**src/rtl/video_pkg.sv**
```systemverilog
// Shared types for the camera-to-Avalon-ST video source.
// Holds the capture FSM states, the FIFO entry layout and a counter-width helper.
package video_pkg;

  localparam int VID_DW = 24;

  typedef enum logic [1:0] {
    IDLE,
    ARMED,
    ACTIVE,
    FLUSH
  } vstate_t;

  typedef struct packed {
    logic              sop;
    logic              eop;
    logic [VID_DW-1:0] data;
  } vid_entry_t;

  function automatic int pix_cnt_w(input int w, input int h);
    return (w * h > 1) ? $clog2(w * h) : 1;
  endfunction

endpackage

```
**src/rtl/stream_fifo.sv**
```systemverilog
// Generic show-ahead synchronous FIFO with full/empty flags.
// Ports: clk_i, rst_ni (sync, active low), push_i/din_i, pop_i/dout_o, full_o, empty_o.
module stream_fifo #(
  parameter int W     = 26,
  parameter int DEPTH = 16
) (
  input  logic         clk_i,
  input  logic         rst_ni,
  input  logic         push_i,
  input  logic [W-1:0] din_i,
  input  logic         pop_i,
  output logic [W-1:0] dout_o,
  output logic         full_o,
  output logic         empty_o
);

  localparam int AW = $clog2(DEPTH);

  logic [W-1:0] mem_q [DEPTH];
  logic [AW:0]  wptr_q;
  logic [AW:0]  rptr_q;
  logic         wr;
  logic         rd;

  // Extra pointer bit tells full from empty when the indices meet.
  assign full_o  = (wptr_q[AW] != rptr_q[AW]) &&
                   (wptr_q[AW-1:0] == rptr_q[AW-1:0]);
  assign empty_o = (wptr_q == rptr_q);
  assign wr      = push_i & ~full_o;
  assign rd      = pop_i & ~empty_o;
  assign dout_o  = mem_q[rptr_q[AW-1:0]];

  always_ff @(posedge clk_i) begin
    if (!rst_ni) begin
      wptr_q <= '0;
      rptr_q <= '0;
    end else begin
      if (wr) wptr_q <= wptr_q + 1'b1;
      if (rd) rptr_q <= rptr_q + 1'b1;
    end
  end

  always_ff @(posedge clk_i) begin
    if (wr) mem_q[wptr_q[AW-1:0]] <= din_i;
  end

endmodule

```
**src/rtl/video_stream_source.sv**
```systemverilog
// Camera pixel stream to Avalon-ST video packets, one packet per frame.
// Ports: camera vsync/href/pix in, src_* Avalon-ST out, frame/drop counters, busy.
module video_stream_source
  import video_pkg::*;
#(
  parameter int WIDTH      = 320,
  parameter int HEIGHT     = 240,
  parameter int FIFO_DEPTH = 16,
  parameter int DATA_W     = VID_DW
) (
  input  logic              clk_clk,
  input  logic              reset_reset_n,
  input  logic              enable,
  input  logic              cam_vsync,
  input  logic              cam_href,
  input  logic              pix_valid,
  input  logic [DATA_W-1:0] pix_data,
  output logic [DATA_W-1:0] src_data,
  output logic              src_startofpacket,
  output logic              src_endofpacket,
  output logic              src_valid,
  input  logic              src_ready,
  output logic [15:0]       frame_count,
  output logic [15:0]       drop_count,
  output logic              busy
);

  localparam int CW = pix_cnt_w(WIDTH, HEIGHT);
  localparam logic [CW-1:0] LAST = CW'(WIDTH * HEIGHT - 1);

  logic              en_q, vs_q, vs_qq, hr_q, pv_q;
  logic [DATA_W-1:0] pd_q;
  vstate_t           state_q, state_d;
  vstate_t           next_q, next_d;
  logic [CW-1:0]     cnt_q, cnt_d;
  logic [15:0]       frame_q, frame_d;
  logic [15:0]       drop_q, drop_d;

  logic       rise, fall, accept;
  logic       push, full, empty;
  vid_entry_t wr, rd;

  assign rise   = vs_q & ~vs_qq;
  assign fall   = ~vs_q & vs_qq;
  assign accept = pv_q & hr_q;

  always_ff @(posedge clk_clk) begin
    if (!reset_reset_n) begin
      en_q    <= 1'b0;
      vs_q    <= 1'b0;
      vs_qq   <= 1'b0;
      hr_q    <= 1'b0;
      pv_q    <= 1'b0;
      pd_q    <= '0;
      state_q <= IDLE;
      next_q  <= IDLE;
      cnt_q   <= '0;
      frame_q <= '0;
      drop_q  <= '0;
    end else begin
      en_q    <= enable;
      vs_q    <= cam_vsync;
      vs_qq   <= vs_q;
      hr_q    <= cam_href;
      pv_q    <= pix_valid;
      pd_q    <= pix_data;
      state_q <= state_d;
      next_q  <= next_d;
      cnt_q   <= cnt_d;
      frame_q <= frame_d;
      drop_q  <= drop_d;
    end
  end

  always_comb begin
    state_d = state_q;
    next_d  = next_q;
    cnt_d   = cnt_q;
    frame_d = frame_q;
    drop_d  = drop_q;
    push    = 1'b0;
    wr      = '0;
    unique case (state_q)
      IDLE: begin
        if (en_q && rise) state_d = ARMED;
      end
      ARMED: begin
        if (fall) begin
          state_d = ACTIVE;
          cnt_d   = '0;
        end
      end
      ACTIVE: begin
        // A vsync rise wins over a same-cycle overflow: one filler only.
        if (rise) begin
          if (cnt_q == '0) begin
            state_d = ARMED;
          end else begin
            state_d = FLUSH;
            next_d  = en_q ? ARMED : IDLE;
          end
        end else if (accept) begin
          if (!full) begin
            push    = 1'b1;
            wr.sop  = (cnt_q == '0);
            wr.eop  = (cnt_q == LAST);
            wr.data = pd_q;
            cnt_d   = cnt_q + 1'b1;
            if (cnt_q == LAST) begin
              state_d = IDLE;
              frame_d = frame_q + 16'd1;
            end
          end else if (cnt_q == '0) begin
            drop_d  = drop_q + 16'd1;
            state_d = IDLE;
          end else begin
            state_d = FLUSH;
            next_d  = IDLE;
          end
        end
      end
      FLUSH: begin
        if (rise && en_q) next_d = ARMED;
        if (!full) begin
          push    = 1'b1;
          wr.eop  = 1'b1;
          drop_d  = drop_q + 16'd1;
          state_d = next_d;
        end
      end
      default: state_d = IDLE;
    endcase
  end

  stream_fifo #(
    .W    ($bits(vid_entry_t)),
    .DEPTH(FIFO_DEPTH)
  ) u_fifo (
    .clk_i  (clk_clk),
    .rst_ni (reset_reset_n),
    .push_i (push),
    .din_i  (wr),
    .pop_i  (src_ready),
    .dout_o (rd),
    .full_o (full),
    .empty_o(empty)
  );

  // Mask stale memory so the bus reads zero whenever nothing is offered.
  assign src_valid         = ~empty;
  assign src_data          = src_valid ? rd.data : '0;
  assign src_startofpacket = src_valid & rd.sop;
  assign src_endofpacket   = src_valid & rd.eop;
  assign frame_count       = frame_q;
  assign drop_count        = drop_q;
  assign busy              = (state_q != IDLE) | ~empty;

endmodule

```
**config.mk**
```make
export PLATFORM = sky130hd
export DESIGN_NAME = video_stream_source
export DESIGN_NICKNAME = d
export VERILOG_FILES = /design/src/rtl/video_pkg.sv /design/src/rtl/stream_fifo.sv /design/src/rtl/video_stream_source.sv
export SDC_FILE = /design/constraint.sdc
export NUM_CORES = 1
export LEC_CHECK = 0
export BUFFER_PORTS_ARGS = -buffer_cell sky130_fd_sc_hd__buf_4
export CORE_MARGIN = 10
export CORE_UTILIZATION = 35
export CTS_CLUSTER_DIAMETER = 30
export CTS_CLUSTER_SIZE = 20
export DETAILED_ROUTE_END_ITERATION = 7
export PLACE_DENSITY = 0.52
export SYNTH_ARGS = -nofsm -noshare
export SYNTH_HDL_FRONTEND = slang
export SYNTH_SLANG_ARGS = --single-unit
```
**constraint.sdc**
```tcl
create_clock -name clk_clk -period 12.7 [get_ports clk_clk]
set_input_delay 1.27 -clock clk_clk [delete_from_list [all_inputs] [get_ports clk_clk]]
set_output_delay 1.27 -clock clk_clk [all_outputs]
set_load 0.01 [all_outputs]
```
# Yosys cells after proc, flatten, opt, wreduce, memory -nomap -nowiden
# Memories as Yosys holds them, arrays and structs flattened. A register that Yosys moved wholly into a read port is not among the register bits.
# Cells that the tools add are included.
# op_classes
bitwise_logic	13
add_sub_neg	5
eq_ne	19
reduce_logical	12
muxes	44
# op_table
op	n
two-way mux 16 bit	5
two-way mux 26 bit	3
two-way mux 17 bit	4
two-way mux 24 bit	2
one-hot mux 17 bit (2 select lines)	1
adder 16 x 1 -> 16 bit, second input constant	2
one-hot mux 16 bit (2 select lines)	1
two-way mux 2 bit	15
!= test 2 bit, second input constant	9
adder 17 x 1 -> 17 bit, second input constant	1
equality test 17 bit, second input constant	1
zero test 17 bit	1
AND reduction 5 bit	3
adder 5 x 1 -> 5 bit, second input constant	2
two-way mux 4 bit	2
one-hot mux 2 bit (4 select lines)	1
bitwise AND 1 bit	7
two-way mux 1 bit	7
!= test 3 bit, second input constant	2
AND reduction 6 bit	1
nonzero test 2 bit	3
equality test 5 bit	1
inverter 1 bit	5
equality test 2 bit, second input constant	2
other kinds (10)	12
# word_totals
in_bits	31
regBits	92
wordCells	107
output_inout_bits	60
mem_count	1
mem_bits_rw	416
# memory_table
memory	depth	word_bits	read_ports	rd_clocked_by_memory_dff	write_ports	line_no	source
u_fifo.mem_q	16	26	1	1	1	stream_fifo.sv:19	logic [W-1:0] mem_q [DEPTH];

# Longest topological paths before layout
# Gate-level depths: netlist (run 1).
# logic_depth
word_depth	9
ltp_mapped	9
depth_no_buf	8

# By module
# From an unflattened synthesis (run 1), not the netlist that was laid out.
# hier_totals
cells_unflattened	1143
hier_area_um2	20387.1
# modules_own_cells
module	cells_per_inst	n_inst	area_per_inst_um2	seq_area_each_um2
stream_fifo	684	1	16498.3	12772.2
video_stream_source	459	1	3888.7	1641.6

# Least setup slack after synthesis (run 1)
# Ideal clock, no wire load.
# synth_path
path_kind	register to register
from	register u_fifo.wptr_q[2]
to	memory u_fifo.mem_q[0][0], enable pin
period_less_slack_ps	3974
required_time_ps	12258
path_stages_with_launch	8
slack_ps	8726
t_arrival_ps	3532
setup_ps	442
n_path_buf	2
cell_sequence	dfxtp_1 > buf_2 > xnor2_1 > and4_1 > clkbuf_1 > a211oi_1 > nand2_1 > nor3_1
# synth_via
elab_chain_cells	9
word_cells_on_any_way	10
classes_between	1 x eq/ne; 6 x mux; 2 x bitwise; 1 x reduce/logical
# synth_lines
element	line_no	source
start: declaration	stream_fifo.sv:20	logic [AW:0] wptr_q;
start signal: assignment	stream_fifo.sv:38	if (wr) wptr_q <= wptr_q + 1'b1;
equality test 4 bit	stream_fifo.sv:27	(wptr_q[AW-1:0] == rptr_q[AW-1:0]);
logical AND 1 bit	stream_fifo.sv:26	assign full_o = (wptr_q[AW] != rptr_q[AW]) &&
two-way mux 1 bit	video_stream_source.sv:103, video_stream_source.sv:124	
two-way mux 1 bit	video_stream_source.sv:102	end else if (accept) begin
two-way mux 1 bit	video_stream_source.sv:95	if (rise) begin
one-hot mux 1 bit (2 select lines)	video_stream_source.sv:83	unique case (state_q)
bitwise AND 1 bit	stream_fifo.sv:29	assign wr = push_i & ~full_o;
two-way mux 1 bit	stream_fifo.sv:44	if (wr) mem_q[wptr_q[AW-1:0]] <= din_i;
two-way mux 1 bit (not written as such)	stream_fifo.sv:44	
end: declaration	stream_fifo.sv:19	
# Parallel ways exist; a longest one is shown, timed or not.

==> run_results.csv, run 1 <==
group,metric,value,unit
run_status,outcome,"finished clean",
floorplan,start_util,35.5,%
final_layout,finalInstanceArea,25600,um^2
worst_setup_path,criticalPathCategory,"reg2out",
logic_synthesis,avgSynthCellArea,18.2,um^2
timing,fin_crit_sh,44.5,%
clock_tree,cts-hold-fix-buffers,0,
timing,slew_viol_final,0,
place,placed_cells_incl_taps,1921,
worst_setup_path,r2r_setup_slack,9.08,ns
timing,min_period,5.65,ns
timing,fmax,0.177,GHz
timing,rsz0062_at_grt,"false",
grt,grt_pass1_vias,11395,
clock_tree,root_buffer,"clkbuf_16",
floorplan,coreArea,56700,um^2
clock_tree,cts.path.max_buffers,3,
final_layout,final_cell_mix,"416 x edfxtp_1, 130 x mux4_2, 112 x clkbuf_16, 112 x buf_4, 108 x and2_1",
final_layout,utilization,45.1,%
drt,num_vias,10713,
logic_synthesis,synth-seq-cells,512,
logic_synthesis,yosys_warnings,0,
logic_synthesis,synth.distinct_cells,53,
logic_synthesis,syn_nets,1146,
final_layout,area_growth,26.8,%
grt,track_usage,14.4,%
timing,finalSetupTns,0,ns
final_layout,nets,1316,
drt,wire_per_inst,22.6,um
place,post-dp-hpwl,24700,um
clock_tree,cts_setup_buffers,0,
logic_synthesis,synth_edf_count,416,
logic_synthesis,synth_top_area_share,62.0,%
clock_tree,cts.reportedPaths.clkPinSlew,0.05,ns
final_layout,drive_above_1_share,32.5,%
clock_tree,cts-buffers-inserted,109,
worst_setup_path,required,11.43,ns
logic_synthesis,syn-cell-area,20200,um^2
place,gp_congestion,0.741,
timing,worst_pin_slew,1.12,ns
power_and_ir_drop,power.density,182,nW/um^2
hold_path,hp-class,"reg2reg",
grt,top_usage_layer,"met2",
floorplan,ioPinCount,91,
grt,antenna_found_initial,3,
logic_synthesis,synth_cells,1106,
clock_tree,clk_latency,0.64,ns
drt,ant_nets,0,
timing,slew_headroom,25.5,%
floorplan,die_area,67600,um^2
hold_path,hp-start,"next_q[1]",
timing,fin_ws,7.05,ns
grt,grt_max_degree,84,
grt,met3_usage,4.08,%
place,portBuffers,90,
floorplan,die_h,260,um
logic_synthesis,synth-main-ff-cell,"edfxtp_1",
timing,fin_skew,0.0332,ns
drt,drtIter0Drc,850,
logic_synthesis,ys_top_cells_by_area,"edfxtp_1 62%, mux4_2 15%, dfxtp_1 9.5%",
worst_setup_path,cp_max_fo,46,
worst_setup_path,cp-end-kind,"primary output",
floorplan,row_count,87,
drt,drtPass1Iterations,5,
worst_setup_path,crit_arrival,4.38,ns
drt,route.detailed.drc,0,
grt,grt_pass1_wl,72500,um
worst_setup_path,rr_startpoint,"u_fifo.wptr_q[2]",
timing,setup_viol,0,
final_layout,fillers,4875,
final_layout,final_cells,2125,
worst_setup_path,worstSetupStartpointType,"register",
logic_synthesis,synthArstFlopShare,0,%
run,cap_violations,0,
floorplan,dieWidth,260,um
grt,use_met2,22.8,%
drt,vias_per_cell,5.04,
clock_tree,cts_resized,0,
clock_tree,cts_max_level,3,
logic_synthesis,ys_seq_area_share,71.5,%
timing,hold_violations,0,
place,placed_area,21900,um^2
grt,grt_util_met1,18.6,%
power_and_ir_drop,p_leak,0.00762,uW
logic_synthesis,yosysTopAreaCell,"edfxtp_1",
place,dp_slack,7.54,ns
clock_tree,cts_tree,"built",
grt,grt_overflow,0,
final_layout,mostFrequentLayoutCell,"edfxtp_1",
power_and_ir_drop,ir_drop,104,uV
clock_tree,clock_sinks,512,
drt,finalWirelength,48100,um
==> final timing paths <==
check | endpoint | depth (start not counted)
max | src_data[23] | 6
min | next_q[1] | 2
max reg2reg | u_fifo.mem_q[12][4] | 6
min reg2reg | next_q[1] | 2
==> final cells by class <==
type / instances / area, um^2 / area share (%)
Antenna cell: 1 / 2.50 / 0.00979
Clock buffer: 144 / 3040 / 11.9
Clock inverter: 59 / 658 / 2.57
Inverter: 15 / 56.3 / 0.220
Multi-Input combinational cell: 526 / 5600 / 21.9
Sequential cell: 512 / 14400 / 56.4
Tap cell: 756 / 946 / 3.70
Timing Repair Buffer: 112 / 841 / 3.29
==> worst max-delay path, cell delays in order, from the launching register on <==
cell and delay [ns]:
dfxtp_4 0.63, buf_4 0.75, buf_4 0.87, mux4_2 0.59, mux4_2 0.53, and2_1 0.19, buf_4 0.15
==> power by group <==
part           internal [uW]  leakage, uW  switching (uW)
logic                   27.0      0.00187            26.2
registers               1800      0.00392            4.98
clock network           1910      0.00182             876
==> cells in the mapped netlist, types with 7 or more instances <==
cell      instances
a211oi_1          8
a21oi_1           8
and2_1          108
buf_1             9
buf_2            10
clkbuf_1         34
dfxtp_1          96
edfxtp_1        416
ha_1              9
inv_1            15
mux4_2          130
nand2_1          32
nand3_1          16
nand4_1           9
nor2_1           39
nor2b_1           7
nor3_1           18
nor4_1            8
o21ai_0          15
or3_1            10
xnor2_1          31
xor2_1           15
==> state kept, by name, indices dropped and copies added, names as in the netlist, named ones only <==
| name | flops |
|---|---|
| cnt_q | 17 |
| frame_count | 16 |
| en_q | 1 |
| pv_q | 1 |
| pd_q | 24 |
| u_fifo.rptr_q | 5 |
| vs_q | 1 |
| state_q | 2 |
| u_fifo.mem_q | 416 |
| hr_q | 1 |
| u_fifo.wptr_q | 5 |
| vs_qq | 1 |
| drop_count | 16 |
| next_q | 2 |
==> metrics by stage <==
| step | total power, uW | hold WS [ns] |
|---|---|---|
| floorplan | 1870 | 0.437 |
| global placement | 1890 | 0.462 |
| detailed placement | 1890 | 0.467 |
| CTS | 4700 | 0.477 |
| global route | 4800 | 0.495 |
| finish | 4650 | 0.474 |
==> cell families after synthesis <==
logic type,Yosys count,synth area share (%)
buf+inv,68,1.33
simple gates,269,7.56
compound gates,69,2.39
flops,512,71.5
mux,133,14.7
fa+ha+maj,9,0.559
xor+xnor,46,2.00
==> metal layers <==
layer | routed length (um) | up-vias
met4 | 1240 | 4
met2 | 23100 | 330
met1 | 20500 | 5513
met5 | 34 | -
met3 | 3200 | 103
li1 | - | 4763
No activity file was read; power rests on OpenSTA's default activity.
==> run 2, diff against run 1 <==
==> constraint.sdc (replaced) <==
create_clock -name clk_clk -period 5.3 [get_ports clk_clk]
set_input_delay 0.53 -clock clk_clk [delete_from_list [all_inputs] [get_ports clk_clk]]
set_output_delay 0.53 -clock clk_clk [all_outputs]
set_load 0.01 [all_outputs]
==> run 2 against run 1 <==
Effect of this change:
- power rose by 150%
- via count fell by 2.7%
- clock skew rose by 0.015 ns
- routed wire length fell by 5.6%
- critical path type unchanged
- highest routed layer is now met4
==> run_results.csv, run 2 (synthesis results as in run 1) <==
group,metric,value,unit
final_layout,area_growth,27.7,%
worst_setup_path,reg2reg_depth,6,
worst_setup_path,criticalPathCategory,"reg2out",
run_status,outcome,"finished clean",
timing,fmax,0.264,GHz
grt,met3_usage,3.92,%
clock_tree,cts_tree,"built",
grt,antenna_found_initial,1,
timing,rsz0062_at_grt,"false",
clock_tree,root_buffer,"clkbuf_16",
floorplan,die_area,67600,um^2
clock_tree,cts_resized,0,
hold_path,min_to,"pd_q[2]",
timing,hold_violations,0,
clock_tree,cts-buffers-inserted,109,
power_and_ir_drop,p_total,11400,uW
place,portBuffers,90,
clock_tree,cts_max_level,3,
grt,grt_pass1_vias,11243,
place,gp_congestion,0.738,
drt,finalWirelength,45400,um
floorplan,dieWidth,260,um
grt,use_met2,20.9,%
worst_setup_path,crit_arrival,3.26,ns
grt,top_usage_layer,"met2",
grt,grt_pass1_wl,69700,um
worst_setup_path,r2r_setup_slack,1.69,ns
floorplan,start_util,35.5,%
final_layout,mostFrequentLayoutCell,"edfxtp_1",
power_and_ir_drop,p_leak,0.00776,uW
timing,slew_headroom,21.9,%
place,placed_area,21900,um^2
clock_tree,cts.path.max_buffers,3,
final_layout,finalInstanceArea,25700,um^2
worst_setup_path,cp-end-kind,"primary output",
timing,fin_ws,1.51,ns
power_and_ir_drop,power.density,443,nW/um^2
floorplan,die_h,260,um
final_layout,nets,1311,
timing,min_period,3.79,ns
worst_setup_path,reg2reg_to,"u_fifo.mem_q[10][11]",
hold_path,hp-start,"pix_data[2]",
final_layout,drive_above_1_share,33.3,%
worst_setup_path,worstSetupStartpointType,"register",
grt,track_usage,13.6,%
timing,slew_viol_final,0,
drt,ant_nets,0,
clock_tree,cts_setup_buffers,0,
timing,finalSetupTns,0,ns
clock_tree,cts.reportedPaths.clkPinSlew,0.05,ns
timing,worst_pin_slew,1.16,ns
timing,fin_crit_sh,71.6,%
clock_tree,cts-hold-fix-buffers,0,
place,post-dp-hpwl,25100,um
timing,fin_skew,0.0480,ns
hold_path,hp-class,"in2reg",
worst_setup_path,rr_startpoint,"u_fifo.wptr_q[2]",
timing,whs,0.0869,ns
floorplan,coreArea,56700,um^2
timing,setup_viol,0,
floorplan,row_count,87,
worst_setup_path,cp_max_fo,58,
drt,route.detailed.drc,0,
drt,drtIter0Drc,662,
drt,num_vias,10428,
grt,grt_max_degree,59,
final_layout,final_cell_mix,"416 x edfxtp_1, 130 x mux4_2, 109 x clkbuf_16",
drt,vias_per_cell,4.91,
floorplan,ioPinCount,91,
power_and_ir_drop,ir_drop,326,uV
clock_tree,clock_sinks,512,
run,cap_violations,0,
place,dp_slack,1.68,ns
drt,drtPass1Iterations,5,
final_layout,n_antenna_cell,0,
clock_tree,clk_latency,0.65,ns
worst_setup_path,required,4.77,ns
grt,grt_util_met1,18.3,%
hold_path,min_delay_path_depth,2,
grt,grt_overflow,0,
final_layout,largest_reg_flops,416,
drt,wire_per_inst,21.4,um
run 2: cell types whose count changed in the layout (fill, tap and decap cells not counted), moves of 3 or more:
| cell | before | now |
|---|---|---|
| clkinv_4 | 1 | 8 |
| clkinv_2 | 21 | 14 |
| clkbuf_16 | 112 | 109 |
| clkinvlp_4 | 3 | 19 |
| clkbuf_1 | 20 | 13 |
| bufinv_16 | 12 | 16 |
| buf_4 | 112 | 105 |
| clkinv_1 | 11 | 6 |
| inv_6 | 7 | 4 |
run 2: power breakdown:
group	switching, uW	internal (uW)	total (uW)
clock	2230	4720	6950
combinational	62.8	65.2	128
sequential	9.43	4320	4330
total	2300	9100	11400
run 2: area by class of cell:
cell class              instances  area (um^2)
clock buffers                 133         2930
clock inverters                73          953
fillers                      4871        31000
inverters                      15         56.3
multi-input cells             526         5600
flip-flops and latches        512        14400
well taps                     756          946
repair buffers                107          828
run 2: per-layer routing:
metal / routed length (um) / vias up
li1: - / 4752
met1: 20900 / 5348
met2: 21100 / 237
met3: 2350 / 91
met4: 963 / 0
met5: 0 / -
run 2: how the worst max path moves through the flow:
stage / from / end / slack, ns
2_1_floorplan: u_fifo.wptr_q[2] / u_fifo.mem_q[0][0] / 1.33
3_3_place_gp: u_fifo.wptr_q[2] / u_fifo.mem_q[8][10] / 1.75
3_5_place_dp: u_fifo.wptr_q[2] / u_fifo.mem_q[10][15] / 1.68
4_1_cts: register / src_startofpacket / 1.41
5_1_grt: register / src_startofpacket / 1.33
6_report: register / src_endofpacket / 1.51
run 2: critical path: stages (launching register included):
cell and delay [ns]:
dfxtp_4 0.98, buf_12 0.38, mux4_2 0.35, mux4_2 0.53
and2_1 0.19, buf_4 0.16
run 2: through the flow:
step / utilization [%] / instances
after floorplan: - / 1106
after global placement: 38.5 / 1916
after detailed placement: 38.5 / 1916
after CTS: 45.4 / 2122
after global routing: 45.4 / 2122
final: 45.4 / 2122
==> run 3, diff against run 2 <==
==> constraint.sdc (replaced) <==
create_clock -name clk_clk -period 3.5 [get_ports clk_clk]
set_input_delay 0.35 -clock clk_clk [delete_from_list [all_inputs] [get_ports clk_clk]]
set_output_delay 0.35 -clock clk_clk [all_outputs]
set_load 0.01 [all_outputs]
==> run 3 against run 2 <==
Effect of this change:
- critical path depth is the same
- routed wire length grew 3.2%
- utilization grew 0.79 points
- cell area grew 1.7%
- final cell count grew 2.5%
- die area is the same
- largest cell class unchanged
- largest power group unchanged
- highest routed layer is now met5
==> run_results.csv, run 3 (synthesis results as in run 1) <==
group,metric,value,unit
run_status,outcome,"finished clean",
floorplan,ioPinCount,91,
hold_path,min_delay_path_depth,4,
final_layout,final_cell_mix,"416 x edfxtp_1, 130 x mux4_2, 116 x buf_4",
clock_tree,cts.reportedPaths.clkPinSlew,0.05,ns
timing,rsz0062_at_grt,"false",
clock_tree,clk_latency,0.64,ns
clock_tree,cts.path.max_buffers,3,
power_and_ir_drop,p_leak,0.00800,uW
timing,slew_viol_final,0,
drt,drtPass1Iterations,4,
final_layout,nets,1363,
final_layout,final_cells,2175,
timing,min_period,3.27,ns
floorplan,row_count,87,
grt,grt_pass1_vias,11670,
timing,fin_skew,0.0269,ns
clock_tree,root_buffer,"clkbuf_16",
drt,wire_per_inst,21.5,um
clock_tree,cts-buffers-inserted,110,
drt,drtIter0Drc,703,
final_layout,mostFrequentLayoutCell,"edfxtp_1",
final_layout,fillers,4794,
timing,fmax,0.305,GHz
floorplan,coreArea,56700,um^2
power_and_ir_drop,ir_drop,370,uV
place,portBuffers,90,
worst_setup_path,required,3.15,ns
drt,vias_per_cell,4.91,
place,placed_cells_incl_taps,1938,
worst_setup_path,criticalPathCategory,"reg2out",
run,cap_violations,0,
place,post-dp-hpwl,26600,um
drt,num_vias,10686,
timing,slew_headroom,40.4,%
floorplan,die_h,260,um
timing,setup_viol,0,
drt,finalWirelength,46800,um
final_layout,drive_above_1_share,32.5,%
grt,grt_max_degree,61,
worst_setup_path,worstSetupStartpointType,"register",
worst_setup_path,cp-end-kind,"primary output",
timing,fin_ws,0.226,ns
grt,grt_overflow,0,
place,gp_congestion,0.757,
drt,ant_nets,0,
floorplan,dieWidth,260,um
timing,worst_pin_slew,0.895,ns
grt,track_usage,14.1,%
grt,antenna_found_initial,3,
final_layout,area_growth,29.9,%
drt,route.detailed.drc,0,
worst_setup_path,cp_max_fo,13,
floorplan,start_util,35.5,%
worst_setup_path,crit_arrival,2.92,ns
hold_path,hp-class,"in2reg",
clock_tree,clock_sinks,512,
timing,fin_crit_sh,93.5,%
final_layout,largest_reg_flops,416,
power_and_ir_drop,power.density,647,nW/um^2
place,dp_slack,0.631,ns
floorplan,die_area,67600,um^2
worst_setup_path,reg2reg_depth,5,
clock_tree,cts_max_level,3,
timing,hold_violations,0,
timing,whs,0.253,ns
grt,grt_pass1_wl,72300,um
clock_tree,cts_tree,"built",
[run 3: cell types whose count changed in the layout (fill, tap and decap cells not counted), sizes merged]
cell	delta
diode	+1
clkinvlp	-11
inv	-2
buf	+23
clkinv	+15
bufinv	-1
dlygate4sd3	+28
[run 3: repair_timing]
action,CTS,global route
pin swaps,0,0
endpoints found under the hold margin,28,0
setup buffers,1,0
hold buffers,28,0
resized for setup,0,1
endpoints found under the setup margin,1,9
[run 3: routing by layer]
layer | share of wire [%] | global-route usage (%) | wire (um) | up-vias
li1 | - | - | - | 4851
met1 | 44 | 18.3 | 20700 | 5497
met2 | 48 | 22.5 | 22700 | 258
met3 | 5.4 | 4.01 | 2540 | 78
met4 | 1.9 | 4.39 | 890 | 2
met5 | 0.038 | 0 | 18 | -
[run 3: where the power goes]
group	internal [uW]	total, uW	switching, uW
clock	6920	10200	3230
combinational	124	229	105
sequential	6540	6550	15.6
total	13600	16900	3350
[run 3: per-stage QoR]
step           TNS [ns]  power [uW]  cell area, um^2  util [%]
6_report              0       16900            26200      46.2
3_3_place_gp          0        6870            22200      39.1
2_1_floorplan    -40.89        6770            20200         -
3_5_place_dp          0        6870            22200      39.1
5_1_grt               0       17500            26200      46.2
4_1_cts               0       17200            26200      46.2
[run 3: final cells by class]
class / instances / area, um^2 / share of cell area, %
tap: 756 / 946 / 3.61
clock buffer: 133 / 2880 / 11.0
inverter: 15 / 56.3 / 0.215
clock inverter: 74 / 843 / 3.22
multi-input combinational: 526 / 5610 / 21.4
antenna: 1 / 2.50 / 0.00956
timing repair buffer: 158 / 1430 / 5.45
sequential: 512 / 14400 / 55.1
[run 3: worst paths after layout]
path	startpoint	slack, ns	end
hold reg to reg	next_q[1]	0.47	next_q[1]
hold / removal	reset_reset_n	0.25	state_q[1]
setup reg to reg	u_fifo.wptr_q[2]	0.63	u_fifo.mem_q[7][9]
setup / recovery	register	0.23	src_startofpacket
[run 3: critical path, stage by stage, from the launching register on]
cell and delay, ns:
dfxtp_4 0.51, buf_4 0.34, mux4_2 0.53, mux4_2 0.49
and2_1 0.23, buf_4 0.17
